`src/rtl/seq_divider_pkg.sv`:
```
// Shared types for the sequential divider: FSM encoding and counter sizing.
// Latency: n/a (declarations only).
// Backpressure: n/a.
package seq_divider_pkg;

    typedef enum logic [1:0] {
        S_IDLE = 2'd0,
        S_RUN  = 2'd1,
        S_DONE = 2'd2
    } state_e;

    // Iteration counter only needs to reach bw-1.
    function automatic int cnt_width(input int w);
        return (w <= 2) ? 1 : $clog2(w);
    endfunction

endpackage

```
`src/rtl/seq_divider_div_step.sv`:
```
// One restoring-division step: shift in the next dividend bit, trial-subtract the divisor.
// Latency: combinational.
// Backpressure: none.
module div_step #(
    parameter int bw = 64
) (
    input  logic [bw-1:0] pr_i,
    input  logic          msb_i,
    input  logic [bw-1:0] dv_i,
    output logic [bw-1:0] pr_o,
    output logic          q_o
);

    logic [bw:0] shifted;
    logic [bw:0] diff;

    // The partial remainder is always below the divisor, so both the kept
    // difference and the restored value fit in bw bits.
    always_comb begin
        shifted = {pr_i, msb_i};
        diff    = shifted - {1'b0, dv_i};
        q_o     = ~diff[bw];
        pr_o    = q_o ? diff[bw-1:0] : shifted[bw-1:0];
    end

endmodule

```
`src/rtl/seq_divider.sv`:
```
// Iterative radix-2 restoring unsigned divider with start/busy/done handshake.
// Latency: bw cycles from accepted start to done (1 cycle when B==0).
// Backpressure: start is ignored while busy; accepted again in the done cycle.
module seq_divider
    import seq_divider_pkg::*;
#(
    parameter int bw = 64
) (
    input  logic          CLK,
    input  logic          RESETn,
    input  logic          start,
    input  logic [bw-1:0] A,
    input  logic [bw-1:0] B,
    output logic          busy,
    output logic          done,
    output logic [bw-1:0] quot,
    output logic [bw-1:0] rem,
    output logic          div_by_zero
);

    localparam int CW = cnt_width(bw);
    localparam logic [CW-1:0] LAST_CNT = CW'(bw - 1);

    state_e        state_q, state_d;
    logic [bw-1:0] dq_q, dq_d;
    logic [bw-1:0] dv_q, dv_d;
    logic [bw-1:0] pr_q, pr_d;
    logic [bw-1:0] quot_q, quot_d;
    logic [bw-1:0] rem_q, rem_d;
    logic [CW-1:0] cnt_q, cnt_d;
    logic          dbz_q, dbz_d;

    logic [bw-1:0] step_pr;
    logic          step_q;

    div_step #(.bw(bw)) u_step (
        .pr_i  (pr_q),
        .msb_i (dq_q[bw-1]),
        .dv_i  (dv_q),
        .pr_o  (step_pr),
        .q_o   (step_q)
    );

    always_comb begin
        state_d = state_q;
        dq_d    = dq_q;
        dv_d    = dv_q;
        pr_d    = pr_q;
        quot_d  = quot_q;
        rem_d   = rem_q;
        cnt_d   = cnt_q;
        dbz_d   = dbz_q;

        case (state_q)
            S_RUN: begin
                // Quotient bits enter at the LSB as dividend bits leave the MSB.
                dq_d  = {dq_q[bw-2:0], step_q};
                pr_d  = step_pr;
                cnt_d = cnt_q + CW'(1);
                if (cnt_q == LAST_CNT) begin
                    state_d = S_DONE;
                    quot_d  = dq_d;
                    rem_d   = step_pr;
                end
            end
            default: begin
                if (start) begin
                    dq_d  = A;
                    dv_d  = B;
                    pr_d  = '0;
                    cnt_d = '0;
                    dbz_d = 1'b0;
                    if (B == '0) begin
                        state_d = S_DONE;
                        quot_d  = '1;
                        rem_d   = A;
                        dbz_d   = 1'b1;
                    end else begin
                        state_d = S_RUN;
                    end
                end else begin
                    state_d = S_IDLE;
                end
            end
        endcase
    end

    always_ff @(posedge CLK or negedge RESETn) begin
        if (!RESETn) begin
            state_q <= S_IDLE;
            dq_q    <= '0;
            dv_q    <= '0;
            pr_q    <= '0;
            quot_q  <= '0;
            rem_q   <= '0;
            cnt_q   <= '0;
            dbz_q   <= 1'b0;
        end else begin
            state_q <= state_d;
            dq_q    <= dq_d;
            dv_q    <= dv_d;
            pr_q    <= pr_d;
            quot_q  <= quot_d;
            rem_q   <= rem_d;
            cnt_q   <= cnt_d;
            dbz_q   <= dbz_d;
        end
    end

    assign busy        = (state_q == S_RUN);
    assign done        = (state_q == S_DONE);
    assign quot        = quot_q;
    assign rem         = rem_q;
    assign div_by_zero = dbz_q;

endmodule
```
`config.mk`:
```
export PLATFORM = sky130hd
export DESIGN_NAME = seq_divider
export DESIGN_NICKNAME = d
export VERILOG_FILES = /design/src/rtl/seq_divider_pkg.sv /design/src/rtl/seq_divider_div_step.sv /design/src/rtl/seq_divider.sv
export SDC_FILE = /design/constraint.sdc
export NUM_CORES = 1
export LEC_CHECK = 0
export CORE_UTILIZATION = 50
export DETAILED_ROUTE_END_ITERATION = 6
export GPL_TIMING_DRIVEN = 0
export MAX_ROUTING_LAYER = met4
export PLACE_DENSITY = 0.77
export SLEW_MARGIN = 20
export SYNTH_ARGS = -nofsm -noshare
export SYNTH_HDL_FRONTEND = slang
export SYNTH_SLANG_ARGS = --single-unit
export TNS_END_PERCENT = 1
```
`constraint.sdc`:
```
create_clock -name CLK -period 2.9 [get_ports CLK]
set_input_delay 0.435 -clock CLK [delete_from_list [all_inputs] [get_ports CLK]]
set_output_delay 0.435 -clock CLK [all_outputs]
set_load 0.02 [all_outputs]
```
==> metrics.md, run 1 <==
| Metric | Value |
|---|---|
| Max clock buf depth | 3 |
| Worst Setup SP | dq_q[63] |
| Placed cell count | 2634 |
| Final Util | 0.683 |
| Busiest grt layer | met2 |
| Full die area | 0.0374 mm2 |
| Count leader, synth | dfrtp_1 |
| Max capacitance violation total | 0 |
| Actual slew at the worst max-slew pin | 916 ps |
| Met1 Usage GRT | 0.470 |
| R2R setup slack | -800 ps |
| Final period utilization | 1.27 |
| Final setup margin | -796 ps |
| Reg-to-reg startpoint | dq_q[63] |
| Via count | 16904 |
| Row cnt | 69 |
| Layout area overhead | 33.7% |
| R2R cell count | 15 |
| Global-route wire length before repair | 98500 um |
| Main synth FF type | dfrtp_1 |
| Yosys cell types | 80 |
| CP max FO | 6 |
| Clock-pin slew on the worst setup and hold paths | 60 ps |
| Clock Skew | 14.1 ps |
| Crit-path slowest cell | a2111o_1 |
| RSZ-0062 raised after global routing | yes |
| Final Non-Filler Cells | 2742 |
| Crit-path max cell delay | 430 ps |
| Post-Syn Nets | 2107 |
| Cell area after layout | 0.0245 mm2 |
| Final setup fails | 130 |
| Synth Register Bits | 329 |
| Total track usage | 0.351 |
| Chip Height | 193 um |
| Max frequency | 0.271 GHz |
| Number of synthesized flops with an enable pin | 0 |
| Ys async rst share | 1.00 |
| Crit path launch type | flop |
| Seq. cell area | 0.00824 mm2 |
| H-tree Lvls | 2 |
| Initial Util | 0.511 |
| Status | finished with violations |
| GP Congestion | 1.01 |
| Total Routed Length | 64300 um |
| Vias in the first global route | 16744 |
| Crit. End Element | flop |
| DRC violations left | 6 |
| Yosys top cell area share | 0.449 |
| Die width | 193 um |
| Failing checks | DRC, setup timing |
| Detailed Routing Iterations Pass 1 | 7 |
| Later-pin clock latency in the skew report | 560 ps |
| Synth area leader | dfrtp_1 |
| Yosys warnings | 0 |
| Overflow after GRT | 0 |
| Final nets | 2448 |
| Initial DRC count | 1562 |
| Core area | 0.0358 mm2 |
| Filler Cells Inserted | 2704 |
| Routed Antenna Nets | 0 |
| Slew margin rel. | 0.389 |
| Hold Vio Cnt, Final | 0 |
| CP cell instances | inv_2 -> ha_4 -> fa_2 -> and2b_2 -> o2111ai_4 -> a211oi_2 -> o31a_1 -> o21ai_2 -> a2111o_1 -> o211ai_4 -> buf_6 -> buf_12 -> buf_12 -> mux2i_4 -> o22ai_2 |
| Max-slew violations | 0 |
| CTS buffer count | 38 |
| DP Wirelength | 47400 um |
| Initial antenna violation count | 3 |
| Tightest Hold Check Type | in -> async |
| Drt via density | 6.16 |
| Worst path most repeated cell | buf_12 |
| Synth area leaders | dfrtp_1 (45%), mux2i_1 (5.9%), o21ai_0 (5.4%) |
| Synth Area per Inst | 9.59 um2 |
| FF-to-FF End | rem[37] |
| CTS tree | built |
| Routed len/inst | 23.5 um |
| Area after DPL | 0.0216 mm2 |
| Post-synthesis sequential area ratio | 0.449 |
| Worst setup path category | reg -> reg |
| Synth Cell Area | 0.0183 mm2 |
| Gate Count Post-Synth | 1910 |
| I/O pin count | 262 |
| Largest net degree at the start of global routing | 99 |
| Clk root buf | clkbuf_16 |
| I/O Buffers | 260 |
| Worst Path Required | 3310 ps |
| Multi-input gate area | 0.0102 mm2 |
| Layout cell share with drive strength beyond 1 | 0.161 |
| Data arrival, critical path | 4110 ps |
| Met2 Track Usage GR | 0.537 |
| Clk sinks | 329 |
| Grt met3 use | 0.0612 |
| Most instantiated cells after synthesis | dfrtp_1 (329), o21ai_0 (198), nand2_1 (186) |
| Crit path time final | 3700 ps |
[sequential cells by signal (all words and copies together) (netlist names)]
| register | count |
|---|---|
| cnt_q | 6 |
| dq_q | 64 |
| state_q | 2 |
| quot | 64 |
| div_by_zero | 1 |
| rem | 64 |
| dv_q | 64 |
| pr_q | 64 |
[worst max-delay path by stage]
stage               endpoint  depth (start not counted)
floorplan            rem[37]                         14
global placement    quot[49]                          1
detailed placement   quot[0]                         10
CTS                  rem[53]                         15
global route         rem[22]                         16
finish               rem[37]                         15
[cells by family (layout without fill, tap and decap cells)]
group / after synthesis / count (layout) / share of synthesized area
AOI/OAI and AO/OA: 598 / 598 / 0.208
xor gates and xnor gates: 58 / 58 / 0.0277
adders and majority gates: 66 / 66 / 0.0455
buffers and inverters: 227 / 595 / 0.0518
DFF: 329 / 329 / 0.449
muxes: 179 / 179 / 0.103
other: 0 / 3 / 0
and+or+nand+nor: 453 / 453 / 0.114
[critical path: cells and delay by family, from the launching register on]
kind | cells | cell delay, ps
buf+inv | 4 | 550
compound gates | 7 | 1460
simple gates | 1 | 270
flops | 1 | 420
fa+ha+maj | 2 | 510
mux | 1 | 330
[metal layers]
metal	up-vias	part of all wire	wire, um
li1	7558	-	-
met1	8437	0.42	27300
met2	763	0.46	29400
met3	146	0.081	5220
met4	0	0.039	2480
met5	-	0	0
[repair_timing]
action | CTS | global route
setup buffers | 15 | 21
hold endpoints to repair | 50 | 0
endpoints found under the setup margin | 260 | 194
cloned | 4 | 0
pin swaps | 60 | 37
resized for setup | 193 | 114
hold buffers | 1 | 0
[metrics by stage]
stage / setup TNS [ps] / worst slack, ps / hold slack (ps)
after detailed placement: -340420 / -2310 / 368
after global routing: -98070 / -871 / 430
after CTS: -89550 / -795 / 386
final: -87130 / -796 / 384
after floorplan: -17490 / -230 / 139
after global placement: -4532490 / -12780 / 461
[layout by cell type, fill, tap and decap left out, drive strengths merged, types with 6 or more instances in the layout]
master and count:
dfrtp 329, clkdlybuf4s50 258, o21ai 214, nand2 186, a21oi 143, clkbuf 143
mux2i 108, inv 101, nor2 85, buf 78, mux2 71, ha 65
o22a 64, nand3 62, a21o 55, xnor2 37, nor3 25, nand4 23
nor4 22, xor2 21, a31oi 21, o21bai 17, and3 13, o31ai 12
a211oi 10, o211ai 9, clkinv 9, nand2b 7, or3 6, o21a 6
and2 6
[final cells by class]
cell class | instances | area share
repair buffers | 302 | 0.127
inverters | 99 | 0.0152
diodes | 3 | 0.000307
clock buffers | 52 | 0.0443
plain buffers | 127 | 0.0311
well taps | 461 | 0.0236
clock inverters | 15 | 0.00726
flip-flops and latches | 329 | 0.337
multi-input cells | 1354 | 0.415
Power of run 1 is not shown: default switching activity piles up to over one toggle a cycle in this logic, so the estimate is an artifact.
==> run 2: changes to the inputs <==
- ABC_AREA: not set -> 1
- CORE_MARGIN: not set -> 1
- PLACE_DENSITY: 0.77 -> 0.76
==> metrics.md, run 2 <==
| Metric | Value |
|---|---|
| Max clock buf depth | 3 |
| Data arrival, critical path | 3270 ps |
| H-tree Lvls | 2 |
| Main synth FF type | dfrtp_1 |
| Hold WS | 479 ps |
| Layout area overhead | 22.7% |
| FF-to-FF End | dq_q[26] |
| Final setup fails | 0 |
| M1 WL | 30600 um |
| Worst Setup EP | dv_q[52] |
| Ys async rst share | 1.00 |
| Detailed Routing Iterations Pass 1 | 6 |
| DP Wirelength | 56500 um |
| CTS tree | built |
| Global-route wire length before repair | 110000 um |
| Final setup margin | 45.0 ps |
| Max capacitance violation total | 0 |
| Max layer used | met4 |
| Met2 Wirelength | 32600 um |
| Post-synthesis sequential area ratio | 0.380 |
| CP max FO | 10 |
| Placed cell count | 3997 |
| Routed len/inst | 17.4 um |
| Synth Area per Inst | 6.87 um2 |
| DRC violations left | 0 |
| Yosys cell types | 38 |
| Final Non-Filler Cells | 4065 |
| Commonest cells after routing, fill and taps aside | nand2_1 (927), inv_1 (550), nor2_1 (337), dfrtp_1 (329), clkdlybuf4s50_1 (260) |
| Synth Register Bits | 329 |
| Routed Antenna Nets | 0 |
| Most instantiated cells after synthesis | nand2_1 (929), inv_1 (551), nor2_1 (353) |
| Max-slew violations | 0 |
| Crit. End Element | flop |
| Slew margin rel. | 0.223 |
| Yosys warnings | 0 |
| Leakage | 14.0 nW |
| Clk root buf | clkbuf_16 |
| Pwr Total | 34.6 mW |
| R2R setup slack | 120 ps |
| Tightest Hold Check Type | in -> reg |
| Max frequency | 0.350 GHz |
| Via count | 20735 |
| Count leader, synth | nand2_1 |
| Yosys top cell area share | 0.380 |
| R2R cell count | 7 |
| Pwr dens | 1300 mW/mm2 |
| Met3 WL | 4580 um |
| Chip Height | 210 um |
| Initial DRC count | 1712 |
| Gate Count Post-Synth | 3156 |
| Row cnt | 75 |
| Clock-pin slew on the worst setup and hold paths | 60 ps |
| Initial antenna violation count | 2 |
| Die width | 210 um |
| Layout cell share with drive strength beyond 1 | 0.100 |
| RSZ-0062 raised after global routing | yes |
| Core area | 0.0423 mm2 |
| Worst Path Required | 3320 ps |
| Total Routed Length | 70600 um |
| Initial Util | 0.512 |
| Vias in the first global route | 20252 |
| Actual slew at the worst max-slew pin | 1170 ps |
| Largest net degree at the start of global routing | 96 |
| I/O pin count | 262 |
| Place WS | -1300 ps |
| Overflow after GRT | 0 |
| Hold Vio Cnt, Final | 0 |
| Reg-to-reg startpoint | state_q[0] |
| Worst vdd ir | 0.000710 V |
| Full die area | 0.0442 mm2 |
| Number of synthesized flops with an enable pin | 0 |
| Worst Setup SP | start |
| Synth Cell Area | 0.0217 mm2 |
| Clk sinks | 329 |
| Later-pin clock latency in the skew report | 560 ps |
| CTS buffer count | 36 |
| Drt via density | 5.10 |
| Worst setup path category | in -> reg |
| Most common cell after layout, fill and taps aside | nand2_1 |
| Total track usage | 0.331 |
| Clock Skew | 19.6 ps |
| Final period utilization | 0.984 |
| GP Congestion | 1.01 |
| Post-Syn Nets | 3353 |
| I/O Buffers | 261 |
| Status | complete, no violations |
| Synth area leader | dfrtp_1 |
| Filler Cells Inserted | 3934 |
| Synth area leaders | dfrtp_1 (38%), nand2_1 (16%), inv_1 (9.5%) |
| Crit path time final | 2850 ps |
| Final nets | 3662 |
| Crit path launch type | primary input |
## run 2: timing repair
item	in CTS	in global routing
setup endpoints to repair	221	140
hold buffers	1	0
cloned	0	2
endpoints found under the hold margin	82	0
pin swaps	1	7
setup buffers	0	5
resized for setup	21	55
## run 2: worst min path at each step
stage	startpoint	end	slack [ps]	depth (start not counted)
after global routing	B[59]	dv_q[59]	480	3
final	B[58]	dv_q[58]	480	3
after floorplan	RESETn	cnt_q[0]	140	0
after CTS	B[58]	dv_q[58]	470	3
after detailed placement	quot[17]	quot[17]	470	2
after global placement	quot[12]	quot[12]	470	2
## run 2: where the power goes
| part | internal (mW) | switching (mW) | leakage (nW) |
|---|---|---|---|
| Sequential | 6.95 | 1.31 | 3.83 |
| Clock | 2.74 | 1.94 | 0.575 |
| Combinational | 7.92 | 13.7 | 9.59 |
| Total | 17.6 | 17.0 | 14.0 |
## run 2: cell families (layout without fill, tap and decap cells)
logic type / after synthesis / count (layout) / share of synthesized area
compound gates: 312 / 312 / 0.0726
xor+xnor: 31 / 31 / 0.0125
fa+ha+maj: 66 / 66 / 0.0385
buf+inv: 678 / 1009 / 0.128
flops: 329 / 329 / 0.380
mux: 1 / 1 / 0.000520
other cells: 0 / 1 / 0
simple gates: 1739 / 1739 / 0.368
## run 2: final cells by class
| class | instances | area [um2] | area share |
|---|---|---|---|
| plain buffers | 111 | 682 | 0.0256 |
| diodes | 1 | 2.50 | 0.0000941 |
| clock buffers | 48 | 1020 | 0.0383 |
| flip-flops and latches | 329 | 8230 | 0.310 |
| inverters | 566 | 2130 | 0.0801 |
| multi-input cells | 2149 | 10800 | 0.407 |
| well taps | 577 | 722 | 0.0272 |
| clock inverters | 12 | 156 | 0.00588 |
| repair buffers | 272 | 2810 | 0.106 |
## run 2: metal layers
| metal | vias up | GRT usage |
|---|---|---|
| met4 | 0 | 0.134 |
| met1 | 9613 | 0.426 |
| met3 | 130 | 0.0501 |
| met5 | - | - |
| li1 | 10333 | - |
| met2 | 659 | 0.525 |
## run 2: per-stage QoR
step           area, um2   util  setup TNS (ps)
5_1_grt            26600  0.628            -352
3_5_place_dp       25100  0.593         -159020
6_report           26600  0.628               0
2_1_floorplan      21700      -               0
4_1_cts            26300  0.622               0
3_3_place_gp       25000  0.591        -4410760
## run 2: critical path, cell delays in order
cell	delay, ps
clkdlybuf4s50_1	540
clkbuf_1	660
nand2_1	470
clkbuf_2	490
clkbuf_1	390
nor2_1	210
a21oi_1	50
No activity file was read; power rests on OpenSTA's default activity.
==> run 3: changes to the inputs <==
- CTS_BUF_LIST: not set -> sky130_fd_sc_hd__clkbuf_8
==> metrics.md, run 3 (same netlist as run 2, synthesis figures left out) <==
| Metric | Value |
|---|---|
| Status | complete, no violations |
| Layout area overhead | 22.1% |
| Clk root buf | clkbuf_8 |
| Tightest Hold Check Type | in -> reg |
| Area after DPL | 0.0251 mm2 |
| Pint | 17.1 mW |
| Initial antenna violation count | 1 |
| Detailed Routing Iterations Pass 1 | 6 |
| Via count | 20808 |
| I/O Buffers | 261 |
| Worst Path Required | 3450 ps |
| Later-pin clock latency in the skew report | 660 ps |
| Worst vdd ir | 0.000659 V |
| Clk sinks | 329 |
| Crit-path slowest cell | clkbuf_1 |
| Commonest cells after routing, fill and taps aside | nand2_1 (928), inv_1 (564), nor2_1 (348), dfrtp_1 (329), clkdlybuf4s50_1 (259) |
| Routed Antenna Nets | 0 |
| Initial Util | 0.512 |
| Hold Vio Cnt, Final | 0 |
| Sequential power share | 0.242 |
| Antenna diodes | 0 |
| Overflow after GRT | 0 |
| CP cell instances | nand2_2 -> inv_4 -> nor2_4 -> clkbuf_1 -> clkbuf_1 -> nand2_1 -> o21ai_0 |
| Leakage | 14.0 nW |
| Crit-path max cell delay | 900 ps |
| Routed len/inst | 17.2 um |
| Max clock buf depth | 3 |
| Switch share | 0.497 |
| Hold WS | 383 ps |
| RSZ-0062 raised after global routing | yes |
| Row cnt | 75 |
| Crit. End Element | flop |
| Psw | 16.9 mW |
| Max-slew violations | 0 |
| Max frequency | 0.352 GHz |
| CTS tree | built |
| Layout cell share with drive strength beyond 1 | 0.102 |
| Clock Skew | 38.1 ps |
| Place WS | -1300 ps |
| Cell area after layout | 0.0265 mm2 |
| H-tree Lvls | 2 |
| CP max FO | 10 |
| Slew margin rel. | 0.218 |
| Drt via density | 5.07 |
| Combinational Power Share | 0.629 |
| TNS Setup | 0 ps |
| DRC violations left | 0 |
| Max capacitance violation total | 0 |
| Total track usage | 0.333 |
| Final nets | 3679 |
| CTS buffer count | 55 |
| Final Non-Filler Cells | 4101 |
| CP delay by family, top | buffers and inverters |
| Die width | 210 um |
| Most common cell after layout, fill and taps aside | nand2_1 |
| Chip Height | 210 um |
| Multi-input gate area | 0.0108 mm2 |
| Clock share of power | 0.129 |
| Final setup fails | 0 |
| Global-route wire length before repair | 110000 um |
| Worst path most repeated cell | clkbuf_1 |
| Core area | 0.0423 mm2 |
| Final setup margin | 61.4 ps |
| Crit path launch type | flop |
| Filler Cells Inserted | 3977 |
| Largest net degree at the start of global routing | 96 |
| WP buf/inv | 3 |
| Data arrival, critical path | 3390 ps |
| Vias in the first global route | 20354 |
| Final period utilization | 0.979 |
| Crit path time final | 2840 ps |
| Pwr Total | 34.1 mW |
| Initial DRC count | 1661 |
| Full die area | 0.0442 mm2 |
| Clock-pin slew on the worst setup and hold paths | 60 ps |
| Worst setup path category | reg -> reg |
| Pwr dens | 1290 mW/mm2 |
| I/O pin count | 262 |
| DP Wirelength | 56500 um |
| GP Congestion | 1.01 |
| Actual slew at the worst max-slew pin | 1170 ps |
| Final Util | 0.625 |
| Total Routed Length | 70500 um |
| Placed cell count | 3997 |
| Seq. cell area | 0.00823 mm2 |
-- run 3: cell types whose count changed in the layout (fill, tap and decap cells not counted), sizes merged --
cell,before,now
clkbuf,128,150
diode,1,0
clkinv,9,11
buf,42,40
clkdlybuf4s50,260,259
bufinv,3,2
inv,564,580
dlymetal6s2s,0,1
-- run 3: layout make-up --
cell class / instances / area share
Clock buffer: 70 / 0.0364
Buffer: 111 / 0.0254
Tap cell: 577 / 0.0273
Sequential cell: 329 / 0.311
Clock inverter: 29 / 0.00733
Timing Repair Buffer: 270 / 0.105
Inverter: 566 / 0.0804
Multi-Input combinational cell: 2149 / 0.407
-- run 3: timing repair --
action                                 4_1_cts  5_1_grt
endpoints found under the hold margin       82        0
setup buffers                                0        4
hold buffers                                 1        0
pin swaps                                    0        4
setup endpoints to repair                  190      208
resized for setup                           15       29
gates cloned                                 0        1
-- run 3: metal layers --
| metal | up-vias | global-route usage | wire, um |
|---|---|---|---|
| met2 | 633 | 0.520 | 32000 |
| li1 | 10384 | - | - |
| met3 | 143 | 0.0581 | 4720 |
| met5 | - | - | 0 |
| met4 | 0 | 0.148 | 3230 |
| met1 | 9648 | 0.423 | 30500 |
-- run 3: worst paths after layout --
| path | startpoint | end | slack, ps | cells past startpoint |
|---|---|---|---|---|
| max | state_q[0] | dq_q[24] | 60 | 7 |
| min reg2reg | quot[6] | quot[6] | 480 | 2 |
| max reg2reg | state_q[0] | dq_q[24] | 60 | 7 |
| min in group asynchronous | RESETn | quot[19] | 410 | 2 |
| max in group asynchronous | RESETn | pr_q[46] | 1210 | 4 |
| min | B[54] | dv_q[54] | 380 | 3 |
-- run 3: power by group through the flow --
stage	clock (mW)	combinational, mW	sequential [mW]
6_report	4.39	21.4	8.26
5_1_grt	4.64	23.7	8.51
4_1_cts	4.44	21.0	8.23
3_5_place_dp	0	20.9	8.28
3_3_place_gp	0	20.6	8.26
2_1_floorplan	0	13.2	9.14
-- run 3: worst register-to-register path: cells and delay by family, from the launching register on --
family | cells | cell delay, ps
flops | 1 | 390
simple gates | 3 | 650
compound gates | 1 | 100
buf+inv | 3 | 1600
